### config.mk
export PLATFORM = sky130hd
export DESIGN_NAME = sram_port_arbiter
export DESIGN_NICKNAME = d
export VERILOG_FILES = /design/src/rtl/sram_arb_pkg.sv /design/src/rtl/sram_port_arbiter_rr_arb2.sv /design/src/rtl/sram_port_arbiter.sv
export SDC_FILE = /design/constraint.sdc
export NUM_CORES = 1
export LEC_CHECK = 0
export CAP_MARGIN = 25
export CORE_AREA = 2 2 171 173
export DETAILED_ROUTE_END_ITERATION = 10
export DIE_AREA = 0 0 173 175
export PLACE_DENSITY = 0.53
export SLEW_MARGIN = 20
export SYNTH_ARGS = -nofsm -noshare
export SYNTH_HDL_FRONTEND = slang
export SYNTH_SLANG_ARGS = --single-unit
### constraint.sdc
create_clock -name clock -period 2.1 [get_ports clock]
set_input_delay 0.21 -clock clock [delete_from_list [all_inputs] [get_ports clock]]
set_output_delay 0.21 -clock clock [all_outputs]
set_load 0.05 [all_outputs]
### src/rtl/sram_arb_pkg.sv
// Shared types for the two-client SRAM port arbiter.
// Widths, FSM states and request bundle.
package sram_arb_pkg;

  localparam int DEF_ADDR_W = 9;
  localparam int DEF_DATA_W = 64;

  typedef enum logic [1:0] {
    RST_WAIT,
    FILL,
    RUN
  } state_e;

  typedef logic client_id_t;

  typedef struct packed {
    logic                  write;
    logic [DEF_ADDR_W-1:0] addr;
    logic [DEF_DATA_W-1:0] wdata;
  } req_t;

endpackage

### src/rtl/sram_port_arbiter_rr_arb2.sv
// Two-request round-robin arbiter.
// Pointer only moves on a committed contended grant.
module rr_arb2
  import sram_arb_pkg::*;
(
  input  logic       clock,
  input  logic       reset,
  input  logic [1:0] req,
  input  logic       commit,
  output logic [1:0] gnt
);

  client_id_t ptr;

  // grant the sole requester, or the pointed-to one on contention
  always_comb begin
    gnt = 2'b00;
    unique case (req)
      2'b01:   gnt = 2'b01;
      2'b10:   gnt = 2'b10;
      2'b11:   gnt = ptr ? 2'b10 : 2'b01;
      default: gnt = 2'b00;
    endcase
  end

  // hand priority to the loser after a contended grant
  always_ff @(posedge clock or posedge reset) begin
    if (reset) begin
      ptr <= 1'b0;
    end else if (commit && req == 2'b11) begin
      ptr <= ~ptr;
    end
  end

endmodule

### src/rtl/sram_port_arbiter.sv
// Two-client controller for a 1R1W SRAM macro.
// Zero-fills after reset or on request, then arbitrates.
module sram_port_arbiter
  import sram_arb_pkg::*;
#(
  parameter int ADDR_W = DEF_ADDR_W,
  parameter int DATA_W = DEF_DATA_W,
  parameter logic [DATA_W-1:0] INIT_VALUE = '0
) (
  input  logic              clock,
  input  logic              reset,
  input  logic              c0_req_valid,
  output logic              c0_req_ready,
  input  logic              c0_req_write,
  input  logic [ADDR_W-1:0] c0_req_addr,
  input  logic [DATA_W-1:0] c0_req_wdata,
  output logic              c0_resp_valid,
  output logic [DATA_W-1:0] c0_resp_rdata,
  input  logic              c1_req_valid,
  output logic              c1_req_ready,
  input  logic              c1_req_write,
  input  logic [ADDR_W-1:0] c1_req_addr,
  input  logic [DATA_W-1:0] c1_req_wdata,
  output logic              c1_resp_valid,
  output logic [DATA_W-1:0] c1_resp_rdata,
  output logic              mem_R0_en,
  output logic [ADDR_W-1:0] mem_R0_addr,
  input  logic [DATA_W-1:0] mem_R0_data,
  output logic              mem_W0_en,
  output logic [ADDR_W-1:0] mem_W0_addr,
  output logic [DATA_W-1:0] mem_W0_data,
  input  logic              init_req,
  output logic              init_done
);

  state_e            state;
  logic [ADDR_W-1:0] cnt;
  logic              rd_pend;
  client_id_t        rd_owner;

  logic              in_fill;
  logic              run_ok;
  logic [1:0]        rd_req;
  logic [1:0]        wr_req;
  logic [1:0]        rd_gnt;
  logic [1:0]        wr_gnt;
  logic [ADDR_W-1:0] rd_addr;
  logic [ADDR_W-1:0] wr_addr;
  logic [DATA_W-1:0] wr_data;
  logic              hazard;
  logic              rd_fire;
  logic              wr_fire;

  assign in_fill = (state == FILL);
  assign run_ok  = (state == RUN) && !init_req;

  assign rd_req = {c1_req_valid & ~c1_req_write,
                   c0_req_valid & ~c0_req_write}
                & {2{run_ok}};
  assign wr_req = {c1_req_valid & c1_req_write,
                   c0_req_valid & c0_req_write}
                & {2{run_ok}};

  rr_arb2 u_rd_arb (
    .clock  (clock),
    .reset  (reset),
    .req    (rd_req),
    .commit (~hazard),
    .gnt    (rd_gnt)
  );

  rr_arb2 u_wr_arb (
    .clock  (clock),
    .reset  (reset),
    .req    (wr_req),
    .commit (1'b1),
    .gnt    (wr_gnt)
  );

  assign rd_addr = rd_gnt[1] ? c1_req_addr : c0_req_addr;
  assign wr_addr = wr_gnt[1] ? c1_req_addr : c0_req_addr;
  assign wr_data = wr_gnt[1] ? c1_req_wdata : c0_req_wdata;

  // a same-address read is deferred so it sees the written data
  assign hazard  = (|rd_gnt) && (|wr_gnt) && (rd_addr == wr_addr);
  assign rd_fire = (|rd_gnt) && !hazard;
  assign wr_fire = |wr_gnt;

  assign c0_req_ready = (rd_gnt[0] & ~hazard) | wr_gnt[0];
  assign c1_req_ready = (rd_gnt[1] & ~hazard) | wr_gnt[1];

  assign mem_R0_en   = rd_fire;
  assign mem_R0_addr = rd_fire ? rd_addr : '0;

  assign mem_W0_en   = in_fill | wr_fire;
  assign mem_W0_addr = in_fill ? cnt
                     : wr_fire ? wr_addr : '0;
  assign mem_W0_data = in_fill ? INIT_VALUE
                     : wr_fire ? wr_data : '0;

  assign init_done = (state == RUN);

  assign c0_resp_valid = rd_pend && (rd_owner == 1'b0);
  assign c1_resp_valid = rd_pend && (rd_owner == 1'b1);
  assign c0_resp_rdata = c0_resp_valid ? mem_R0_data : '0;
  assign c1_resp_rdata = c1_resp_valid ? mem_R0_data : '0;

  // fill/run sequencing and read-response tracking
  always_ff @(posedge clock or posedge reset) begin
    if (reset) begin
      state    <= RST_WAIT;
      cnt      <= '0;
      rd_pend  <= 1'b0;
      rd_owner <= 1'b0;
    end else begin
      rd_pend <= rd_fire;
      if (rd_fire) begin
        rd_owner <= rd_gnt[1];
      end
      unique case (state)
        RST_WAIT: begin
          state <= FILL;
          cnt   <= '0;
        end
        FILL: begin
          cnt <= cnt + 1'b1;
          // all-ones counter is the last word
          if (&cnt) begin
            state <= RUN;
          end
        end
        RUN: begin
          if (init_req) begin
            state <= FILL;
            cnt   <= '0;
          end
        end
        default: state <= RST_WAIT;
      endcase
    end
  end

endmodule

* After elaboration in Yosys (flattened, before gate mapping)
Index checks and enable logic that the tools add are counted.
Storage, ports and cells: output and inout bits 217, ROM bits 0, input bits 217, bits in writable memories 0, bits in registers 15, bits in latches 0, word-level logic and storage cells 70, memories kept 0
Operators by class: shift-type cells 0, add/subtract/negate cells 1, $mul 0, bitwise operators 17, divide/modulo/power cells 0, multiplexer cells 19, reduce and logical (&&, ||, !) cells 16, equal/unequal tests 11, $lt $le $gt $ge 0
Operators with widths (count):
- 64-bit 2-to-1 mux | 5
- 9-bit 2-to-1 mux | 6
- 9-bit case mux with 3 select lines | 1
- 2-bit case mux with 3 select lines | 3
- 2-bit equality test (second input constant) | 5
- 9-bit by 1-bit adder with 9-bit output (second input constant) | 1
- 9-bit equality test | 1
- 9-bit AND reduction | 1
- 2-bit 2-to-1 mux | 4
- 1-bit logical AND | 7
- 1-bit AND | 6
- 2-bit by 1-bit equality test with 1-bit output (second input constant) | 3
- 1-bit NOT | 6
- 2-bit AND | 2
- 2-bit AND reduction | 2
- 2-bit OR reduction | 2
- 1-bit bitwise OR | 3
- 3-bit nonzero test | 1
- 1-bit logical NOT | 2
- 2-bit logical NOT | 1
- 2-bit by 1-bit inequality test with 1-bit output (second input constant) | 1
- 2-bit inequality test (second input constant) | 1

* Longest topological paths before layout
word-level depth 11, mapped depth 7, depth with buffers taken out 6

* Modules after synthesis
Synthesis repeated with hierarchy kept, for this count alone.
Second synthesis, totals: cells, all modules 466, area, all modules 3100.5 µm²
Modules (own cells, without submodules):
- sram_port_arbiter | sequential area each 325.3 µm², times used 1, area each 2977.9 µm², cells an instance 452
- rr_arb2 | sequential area each 25.0 µm², times used 2, area each 61.3 µm², cells an instance 7

* Least setup slack after synthesis
No wires, ideal clock.
kind flip-flop to output port, start point register state[0], end point output port mem_W0_data[10], data required time 1.890 ns, path buffers 2, cell stages (with the launch flop) 8, path slack -0.396 ns, data arrival time 2.286 ns, cells stage by stage dfrtp_1 -> nor3b_2 -> buf_2 -> o21ai_1 -> nor2_4 -> clkbuf_1 -> nand2_1 -> a21oi_1
Between the ends: word-level cells in the longest chain between the ends 8, elaborated cells on any way between the ends 12, classes of those cells eq/ne (5); mux (4); bitwise (1); reduce/logical (2)
RTL lines:
- from (decl) | RTL line sram_port_arbiter.sv:36 | state_e state;
- from (signal assigned) | RTL line sram_port_arbiter.sv:111 | state <= RST_WAIT;
- from (signal assigned) | RTL line sram_port_arbiter.sv:122 | state <= FILL;
- from (signal assigned) | RTL line sram_port_arbiter.sv:129 | state <= RUN;
- 2-bit equality test | RTL line sram_port_arbiter.sv:55 | assign run_ok = (state == RUN) && !init_req;
- 1-bit logical AND | RTL line sram_port_arbiter.sv:55
- 2-bit AND | RTL line sram_port_arbiter.sv:62 | & {2{run_ok}};
- 2-bit equality test or 2-bit by 1-bit equality test with 1-bit output (tied branches) | RTL line sram_port_arbiter_rr_arb2.sv:18 | unique case (req)
- 2-bit case mux with 3 select lines | RTL line sram_port_arbiter_rr_arb2.sv:18
- 64-bit 2-to-1 mux or 2-bit OR reduction (tied branches) | RTL line sram_port_arbiter.sv:82, sram_port_arbiter.sv:87
- 64-bit 2-to-1 mux | RTL line sram_port_arbiter.sv:99 | : wr_fire ? wr_data : '0;
- 64-bit 2-to-1 mux (*) | RTL line sram_port_arbiter.sv:98 | assign mem_W0_data = in_fill ? INIT_VALUE
- to (decl) | RTL line sram_port_arbiter.sv:31 | output logic [DATA_W-1:0] mem_W0_data,
Mark *: on every way between the ends. The rest lies on a longest branch, timed or not.

* Worst setup path in the final report
start point input port c1_req_addr[4], end point output port mem_R0_addr[4]
Between the ends: word-level cells in the longest chain between the ends 6, elaborated cells on any way between the ends 7, classes of those cells eq/ne (1); mux (3); reduce/logical (3)
RTL lines:
- from (decl) | RTL line sram_port_arbiter.sv:22 | input logic [ADDR_W-1:0] c1_req_addr,
- 9-bit 2-to-1 mux, on equally long branches | RTL line sram_port_arbiter.sv:80, sram_port_arbiter.sv:81
- 9-bit equality test | RTL line sram_port_arbiter.sv:85 | assign hazard = (|rd_gnt) && (|wr_gnt) && (rd_addr == wr_addr);
- 1-bit logical AND | RTL line sram_port_arbiter.sv:85
- 1-bit logical NOT | RTL line sram_port_arbiter.sv:86 | assign rd_fire = (|rd_gnt) && !hazard;
- 1-bit logical AND | RTL line sram_port_arbiter.sv:86
- 9-bit 2-to-1 mux (*) | RTL line sram_port_arbiter.sv:93 | assign mem_R0_addr = rd_fire ? rd_addr : '0;
- to (decl) | RTL line sram_port_arbiter.sv:27 | output logic [ADDR_W-1:0] mem_R0_addr,
Marks and branches as above.

==> summary.md <==
| Metric | Value |
|---|---|
| Status | `finished with violations` |
| Failing checks | `setup timing` |
| Drt wl/cell | `19.74 um` |
| CP Class | `input port to primary output` |
| Leak | `0.005374 uW` |
| Setup-failing EPs final | `84` |
| Gpl congestion | `0.7962` |
| Max Cap Viol | `0` |
| Fraction of registers with async set/reset | `100.0%` |
| Peak supply drop | `0.0001886 V` |
| Critical Path Start | `c1_req_addr[4]` |
| PnR worst setup slack | `-383.9 ps` |
| Port Buf Inserts | `433` |
| Crit share post-route | `118.3%` |
| Netlist cell types | `38` |
| Initial antenna violation count | `6` |
| Placed inst area | `0.01112 mm^2` |
| CP peak stage delay | `480 ps` |
| Slew headroom | `59.60%` |
| Crit path cell chain | `clkdlybuf4s50_1 > xor2_2 > nor4_1 > buf_4 > mux2i_4 > a2111oi_4 > buf_6 > nor3_4 > buf_6` |
| Final hold slack | `343.2 ps` |
| Nets | `1244` |
| Hold Fails Final Rpt | `0` |
| FMAX | `402.6 MHz` |
| Via/cell ratio | `4.115` |
| Chip height | `175 um` |
| Critical path startpoint category | `input port` |
| P&R area growth vs syn | `313.9%` |
| Detailed placement HPWL | `21270 um` |
| Boundary Pins | `434` |
| FP Rows | `62` |
| RSZ-0062 raised after global routing | `true` |
| First-pass GRT wire length | `39940 um` |
| Fillers | `2605` |
| Register area | `376.6 um^2` |
| Syn Nets | `748` |
| Setup TNS | `-14230 ps` |
| Crit-path slowest cell | `clkdlybuf4s50_1` |
| Core area | `0.02839 mm^2` |
| Starting Density | `11.18%` |
| Worst-path clk slew | `50 ps` |
| TritonCTS clock tree | `done` |
| Ys Warns | `0` |
| Hold-fix buffers, CTS | `0` |
| Worst path required time | `1890 ps` |
| Tot Pwr | `1413 uW` |
| Final min period | `2484 ps` |
| Clk_lat worst skew | `250 ps` |
| PwrDens | `107.6 mW/mm^2` |
| Actual slew at the worst max-slew pin | `605.3 ps` |
| Detailed router's first-iteration violation count | `166` |
| Largest net degree at the start of global routing | `66` |
| DIE AREA | `0.03028 mm^2` |
| Primary FF master, synth | `dfrtp_1` |
| Most frequent CP cell | `buf_6` |
| Clk buf depth | `2` |
| Layout cells sized above 1 | `54.79%` |
| Worst r2r src | `u_rd_arb.ptr$_DFFE_PP0P_` |
| Via count | `5806` |
| Pre-CTS setup slack | `-584.9 ps` |
| Chip width | `173 um` |
| Pins Over Slew Limit | `0` |
| H-tree depth | `1` |
| FF-to-FF setup slack | `70 ps` |
| Global-route usage over all layers | `17.06%` |
| Grt ovf | `0` |
| Clk root buf | `clkbuf_16` |
| DRC | `0` |
| EDFF count, synth | `0` |
| Crit end category | `primary output` |
| Mean Syn Cell Area | `5.998 um^2` |
| Antenna Nets Post-Route | `0` |
| Num Clock Sinks | `15` |
| Sequential share of the synthesized area | `11.83%` |
| CTS Buf Count | `3` |
| Synthesized instance count | `529` |
| DRT Wirelength | `27860 um` |
| First-pass detailed-route iteration total | `4` |
| HP Class | `input port to async pin` |
| Clock Skews | `5.354 ps` |
| Design Area, Final | `0.01313 mm^2` |
| Crit path max fanout | `7` |
| Arr. time, crit path | `2270 ps` |
| Multi-input gate area | `0.004402 mm^2` |
| Mapped Area | `0.003173 mm^2` |
| Synth Register Bits | `15` |
| Vias in the first global route | `6321` |
==> stage by stage <==
stage | cells | utilization (%)
after CTS | 1403 | 45.04
after global placement | 1369 | 39.18
after detailed placement | 1369 | 39.18
final | 1411 | 46.25
after global routing | 1409 | 46.24
after floorplan | 529 | -
==> routing by layer <==
| layer | wire, um | track usage, % |
|---|---|---|
| met1 | 10600 | 19.70 |
| met2 | 15120 | 32.50 |
| met3 | 1831 | 3.808 |
| met4 | 301 | 2.542 |
| met5 | 0 | 0 |
==> critical path, delay by kind of cell <==
| kind | cells | cell delay, ps |
|---|---|---|
| xor+xnor | 1 | 200 |
| simple gates | 2 | 350 |
| buf+inv | 4 | 1050 |
| compound gates | 1 | 380 |
| mux | 1 | 70 |
==> synth_stat cells, types with 2 or more instances <==
| cell type | instances | share of area [%] |
|---|---|---|
| nand2_1 | 151 | 18 |
| and3_1 | 71 | 14 |
| a21oi_1 | 66 | 10 |
| and2_1 | 65 | 13 |
| clkbuf_1 | 45 | 5.3 |
| mux2i_1 | 19 | 6.0 |
| dfrtp_1 | 15 | 12 |
| o21ai_0 | 13 | 2.1 |
| o21ai_1 | 10 | 1.6 |
| nor3_2 | 9 | 2.8 |
| xor2_1 | 9 | 2.5 |
| nor2_1 | 8 | 0.95 |
| nor2b_1 | 7 | 1.4 |
| nand3_1 | 4 | 0.63 |
| nor4_1 | 4 | 0.79 |
| a22o_1 | 3 | 0.83 |
| nand4_1 | 3 | 0.59 |
| a21boi_1 | 2 | 0.47 |
| a21o_1 | 2 | 0.47 |
| buf_2 | 2 | 0.32 |
| buf_6 | 2 | 0.71 |
| ha_1 | 2 | 0.79 |
| inv_1 | 2 | 0.24 |
==> cells by family after synthesis <==
logic type | synth area share, %
AOI/OAI and AO/OA | 17.55
xor gates and xnor gates | 2.760
adders and majority gates | 0.7885
buffers and inverters | 6.703
DFF | 11.83
muxes | 5.994
and+or+nand+nor | 54.38
==> path summary, 6_finish.rpt <==
kind / end / cells past startpoint
min in group clock: cnt[7]$_DFFE_PP0P_ / 1
max: mem_R0_addr[4] / 9
max in group asynchronous: rd_owner$_DFFE_PP0P_ / 2
max reg2reg: rd_owner$_DFFE_PP0P_ / 7
min: cnt[7]$_DFFE_PP0P_ / 2
min reg2reg: cnt[7]$_DFFE_PP0P_ / 1
==> repair_timing <==
| item | 4_1_cts | 5_1_grt |
|---|---|---|
| pin swaps | 132 | 69 |
| endpoints found under the setup margin | 87 | 87 |
| gates cloned | 9 | 7 |
| resized for setup | 291 | 93 |
| setup buffers | 25 | 12 |
==> final cells by class <==
cell class / instances / share of cell area [%]
inverters: 2 / 0.05716
diodes: 3 / 0.05716
clock buffers: 3 / 0.5716
clock inverters: 1 / 0.03811
well taps: 384 / 3.659
flip-flops and latches: 15 / 2.868
multi-input cells: 463 / 33.52
repair buffers: 540 / 59.23
==> flip-flops by register name, indices dropped and copies added, names as in the netlist <==
register and count:
u_wr_arb.ptr 1, rd_owner 1, u_rd_arb.ptr 1, rd_pend 1, state 2, cnt 9
==> placed cells by master (no fill, tap or decap), drive strengths merged, types with 6 or more instances in the layout <==
cell and count:
a21oi 66, and2 65, and3 71, buf 320, clkbuf 7, clkdlybuf4s50 209, dfrtp 15, dlygate4sd2 6
mux2i 19, nand2 152, nor2 10, nor2b 7, nor3 10, o21ai 23, xor2 9
==> where the power goes <==
| part | internal, uW | total (uW) | switching, uW |
|---|---|---|---|
| clock | 254 | 373 | 119 |
| combinational | 468 | 750 | 283 |
| sequential | 289 | 289 | 0 |
| total | 1010 | 1410 | 401 |
No activity file was read; power rests on OpenSTA's default activity.
